`config.mk`:
```
export PLATFORM = sky130hd
export DESIGN_NAME = ir_queue
export DESIGN_NICKNAME = d
export VERILOG_FILES = /design/src/rtl/ir_queue.sv
export SDC_FILE = /design/constraint.sdc
export NUM_CORES = 1
export LEC_CHECK = 0
export CORE_ASPECT_RATIO = 2
export CORE_MARGIN = 1
export CORE_UTILIZATION = 40
export CTS_CLUSTER_DIAMETER = 120
export DETAILED_ROUTE_END_ITERATION = 6
export GPL_TIMING_DRIVEN = 1
export PLACE_DENSITY = 0.76
export SLEW_MARGIN = 20
export SYNTH_ARGS = -nofsm -noshare
export SYNTH_HDL_FRONTEND = slang
export SYNTH_SLANG_ARGS = --single-unit
```
`constraint.sdc`:
```
create_clock -name clk -period 4.9 [get_ports clk]
set_input_delay 0.735 -clock clk [delete_from_list [all_inputs] [get_ports clk]]
set_output_delay 0.735 -clock clk [all_outputs]
set_load 0.005 [all_outputs]
```
`src/rtl/ir_queue.sv`:
```
// ir_queue: instruction register queue for the LC-3b datapath.
//
// Buffers up to DEPTH fetched instruction words in FIFO order. The control
// unit sees the oldest entry as head_word plus its decoded fields. Fetch
// writes words with a valid/ready handshake. Control consumes the head with
// a deq strobe. flush discards everything on a redirect.
//
// Optional feature macro: IR_QUEUE_BYPASS_EN
//   When defined, a word offered to an empty queue is presented on the head
//   outputs in the same cycle. If deq is also high in that cycle, the word is
//   consumed there and is never written to storage.
//
// Ports:
//   clk            rising-edge clock
//   reset          asynchronous active-high reset, clears the queue
//   in_valid       fetch presents in_data
//   in_data        instruction word (WIDTH bits)
//   in_ready       queue can accept a word this cycle (count < DEPTH)
//   deq            consume the head entry
//   flush          discard all entries; has priority over push and pop
//   head_valid     head entry present, decoded fields meaningful
//   head_word      raw head word (0 when empty)
//   count          occupancy
//   opcode         head[15:12]
//   dest/src1/src2 head[11:9] / head[8:6] / head[2:0]
//   offset11/9/6   head[10:0] / head[8:0] / head[5:0]
//   imm5/imm4      head[4:0] / head[3:0]
//   instruction4/5/11  head bits 4 / 5 / 11

package lc3b_types;
  typedef logic [3:0] lc3b_opcode;
  typedef logic [2:0] lc3b_reg;
endpackage

module ir_queue
  import lc3b_types::*;
#(
  parameter int DEPTH = 4,
  parameter int WIDTH = 16
) (
  input  logic                       clk,
  input  logic                       reset,
  input  logic                       in_valid,
  input  logic [WIDTH-1:0]           in_data,
  output logic                       in_ready,
  input  logic                       deq,
  input  logic                       flush,
  output logic                       head_valid,
  output logic [WIDTH-1:0]           head_word,
  output logic [$clog2(DEPTH+1)-1:0] count,
  output lc3b_opcode                 opcode,
  output lc3b_reg                    dest,
  output lc3b_reg                    src1,
  output lc3b_reg                    src2,
  output logic [10:0]                offset11,
  output logic [8:0]                 offset9,
  output logic [5:0]                 offset6,
  output logic [4:0]                 imm5,
  output logic [3:0]                 imm4,
  output logic                       instruction4,
  output logic                       instruction5,
  output logic                       instruction11
);

  localparam int PW = $clog2(DEPTH);
  localparam int CW = $clog2(DEPTH+1);
  localparam logic [CW-1:0] FULL_COUNT = CW'(DEPTH);

  logic [WIDTH-1:0] mem [DEPTH];
  logic [PW-1:0]    rd_ptr;
  logic [PW-1:0]    wr_ptr;
  logic [CW-1:0]    count_q;

  logic empty;
  logic bypass_hit;
  logic push_en;
  logic pop_en;

  assign empty    = (count_q == '0);
  assign in_ready = (count_q != FULL_COUNT);
  assign count    = count_q;

`ifdef IR_QUEUE_BYPASS_EN
  assign bypass_hit = empty && in_valid && !flush;
`else
  assign bypass_hit = 1'b0;
`endif

  // A bypassed word that is dequeued in the same cycle never touches storage.
  // Pops only come from storage. The bypass case above covers the empty queue.
  assign push_en = in_valid && in_ready && !flush && !(bypass_hit && deq);
  assign pop_en  = deq && !empty && !flush;

  always_comb begin
    head_valid = !empty || bypass_hit;
    head_word  = '0;
    if (!empty) begin
      head_word = mem[rd_ptr];
    end else if (bypass_hit) begin
      head_word = in_data;
    end
  end

  // Pointers wrap naturally because DEPTH is a power of two.
  always_ff @(posedge clk or posedge reset) begin
    if (reset) begin
      rd_ptr  <= '0;
      wr_ptr  <= '0;
      count_q <= '0;
    end else if (flush) begin
      rd_ptr  <= '0;
      wr_ptr  <= '0;
      count_q <= '0;
    end else begin
      if (push_en) begin
        wr_ptr <= wr_ptr + PW'(1);
      end
      if (pop_en) begin
        rd_ptr <= rd_ptr + PW'(1);
      end
      case ({push_en, pop_en})
        2'b10:   count_q <= count_q + CW'(1);
        2'b01:   count_q <= count_q - CW'(1);
        default: count_q <= count_q;
      endcase
    end
  end

  // Storage is not reset. Nothing reads an empty slot, because empty head
  // outputs are forced to 0.
  always_ff @(posedge clk) begin
    if (push_en) begin
      mem[wr_ptr] <= in_data;
    end
  end

  assign opcode        = head_word[15:12];
  assign dest          = head_word[11:9];
  assign src1          = head_word[8:6];
  assign src2          = head_word[2:0];
  assign offset11      = head_word[10:0];
  assign offset9       = head_word[8:0];
  assign offset6       = head_word[5:0];
  assign imm5          = head_word[4:0];
  assign imm4          = head_word[3:0];
  assign instruction4  = head_word[4];
  assign instruction5  = head_word[5];
  assign instruction11 = head_word[11];

endmodule

```
==> run_results.csv <==
group,metric,value,unit
cts,htree_levels,3,
yosys,synthCells,219,
layout,antenna_cells,0,
cts,clk_pin_slew,50,ps
sta,fin_setup_tns,0,ps
power,power_density,392,nW/um^2
cts,clock_path_buffers,2,
cts,postCtsSetupBuffers,0,
worst_setup_path,path_class,"reg -> out",
cts,ctsResizeCount,0,
layout,fin_area,4330,um^2
yosys,ys_ff_latch,71,
sta,relSlewSlack,30.6,%
yosys,synth.distinct_cells,38,
yosys,ys.flop_type,"edfxtp_1",
sta,finalHoldViolCount,0,
place,dpl.cell_count,347,
yosys,synth_nets,245,
cts,cts_hold_buffers,0,
place,placed_area,4010,um^2
cts,cts_tree,"built",
die,rows,47,
drt,drt_iter0_drc,35,
sta,fin_crit_sh,71.8,%
global_route,grt_usage,14.4,%
layout,mostFrequentLayoutCells,"clkdlybuf4s50_1 (92), edfxtp_1 (64), nor2b_1 (9), clkbuf_16 (9)",
sta,skew,4.22,ps
hold_path,hold_class,"reg -> reg",
yosys,synth_edf_count,64,
layout,nNetsFinal,286,
drt,postRouteAntennaNets,0,
drt,drt-pass1-iter-count,4,
run,cap_viol_max_count,0,
yosys,ys_warn_count,0,
power,internal-power,1.35,mW
sta,rsz0062_at_grt,"false",
sta,setup_viol,0,
worst_setup_path,required,4160,ps
die,die_h,133,um
place,port-buffer-count,92,
layout,final_cell_count_no_fill,363,
power,pwr-share-seq,41.5,%
yosys,yosysSeqAreaShare,61.3,%
yosys,ys_top_cells_by_area,"edfxtp_1 (56%), buf_4 (12%), mux4_1 (6.1%)",
sta,fin_crit,3520,ps
drt,drc,0,
layout,fillerInstances,685,
layout,syn_to_final_growth,26.5,%
sta,tightest_slew,1040,ps
sta,max_freq,0.284,GHz
die,ios,93,
power,p_switching,348,uW
die,core,8290,um^2
global_route,grt_pass1_wl,9040,um
power,combPwrFrac,17.8,%
drt,avgRoutedWirePerCell,15.7,um
cts,cts_root_buf,"clkbuf_16",
die,die-area,8950,um^2
power,vdd_ir_drop_max,184,uV
cts,insertion_delay,330,ps
global_route,grt_start_max_net_pins,19,
worst_setup_path,critical_path.endpoint_type,"primary output",
layout,final_common_cell,"clkdlybuf4s50_1",
cts,clkSinkCount,71,
die,dieWidth,67.4,um
worst_setup_path,startpoint_type,"flop",
cts,cts_buffers,9,
place,hpwl,4000,um
drt,postRouteWirelength,5710,um
place,place_congestion,0.651,
drt,vias,1799,
power,p_clk_share,40.7,%
worst_setup_path,critPathMaxFanout,18,
power,power_leakage,1.48,nW
yosys,netlist_area,3420,um^2
global_route,antenna_found_initial,0,
global_route,grt_pass1_vias,1816,
sta,whs,600,ps
global_route,gr-total-overflow,0,
yosys,synth_top_area_share,56.1,%
yosys,synth_top_area_cell,"edfxtp_1",
power,p_sw_share,20.5,%
outcome,outcome,"complete, no violations",
die,initial_core_util,41.3,%
worst_setup_path,cp.arrival,2790,ps
sta,drv_slew,0,
layout,drive_gt1_share,9.43,%
drt,viasPerCell,4.96,
yosys,synth_async_sr_flop_share,9.86,%
yosys,avgSynthCellArea,15.6,um^2
-- cells in the mapped netlist, types with 3 or more instances --
library cell / n
mux4_1: 8
buf_2: 5
nor2b_1: 9
mux4_2: 8
nor2_1: 5
edfxtp_1: 64
ha_1: 4
dfrtp_1: 7
inv_1: 8
and2b_1: 7
and2_1: 4
nand3_1: 4
a21oi_1: 3
buf_4: 53
-- final timing paths --
check                                            from                    end  slack (ps)  cells past startpoint
worst max-delay path            rd_ptr[0]$_DFFE_PP0P_            offset11[5]        1380                      3
worst min-delay path            wr_ptr[1]$_DFFE_PP0P_  wr_ptr[1]$_DFFE_PP0P_         600                      2
worst max register to register   count[0]$_DFFE_PP0P_   count[2]$_DFFE_PP0P_        2610                      5
worst min register to register  wr_ptr[1]$_DFFE_PP0P_  wr_ptr[1]$_DFFE_PP0P_         600                      2
max in group asynchronous                       reset  rd_ptr[1]$_DFFE_PP0P_        4040                      2
min in group asynchronous                       reset  wr_ptr[0]$_DFFE_PP0P_         640                      2
-- metrics by stage --
| step | utilization [%] | power [mW] | setup slack [ps] |
|---|---|---|---|
| 2_1_floorplan | - | 0.910 | 2680 |
| 3_3_place_gp | 48.3 | 1.02 | 1770 |
| 3_5_place_dp | 48.3 | 1.03 | 1640 |
| 6_report | 52.2 | 1.70 | 1380 |
| 4_1_cts | 52.2 | 1.72 | 1300 |
| 5_1_grt | 52.2 | 1.76 | 1240 |
-- flip-flops by register name, indices dropped and copies added (netlist names) --
name,count
count,3
mem,64
wr_ptr,2
rd_ptr,2
-- worst max-delay path: stages (launching register included) --
cell and delay [ps]:
dfrtp_1 1030, mux4_1 680, nor2b_1 210, clkdlybuf4s50_1 530
-- logic make-up (layout without fill, tap and decap cells) --
group	Yosys count	after routing	share of synthesized area, %
DFF	71	71	61.3
buffers and inverters	70	116	14.4
and+or+nand+nor	39	39	7.02
muxes	17	17	11.7
AOI/OAI and AO/OA	14	14	2.81
adders and majority gates	5	5	2.05
xor gates and xnor gates	3	3	0.768
-- power by group through the flow --
stage / logic [mW] / clock network (mW) / registers, mW
floorplan: 0.212 / 0 / 0.699
global placement: 0.299 / 0 / 0.717
detailed placement: 0.307 / 0 / 0.719
CTS: 0.307 / 0.702 / 0.707
global route: 0.329 / 0.723 / 0.709
finish: 0.302 / 0.691 / 0.706
-- routing by layer --
| metal | part of all wire (%) | vias up | GRT usage (%) |
|---|---|---|---|
| met2 | 56 | 65 | 25.4 |
| met4 | 2.9 | 0 | 9.22 |
| met3 | 4.6 | 10 | 3.88 |
| met1 | 37 | 886 | 13.9 |
| met5 | 0 | - | 0 |
| li1 | - | 838 | - |
-- layout make-up --
class	count	area (um^2)	area share [%]
Clock buffer	13	260	6.01
Clock inverter	3	65.1	1.50
Inverter	8	30.0	0.693
Multi-Input combinational cell	78	835	19.3
Sequential cell	71	2100	48.4
Tap cell	98	123	2.83
Timing Repair Buffer	92	921	21.3
Note: power is estimated with default switching activity, not from simulation.
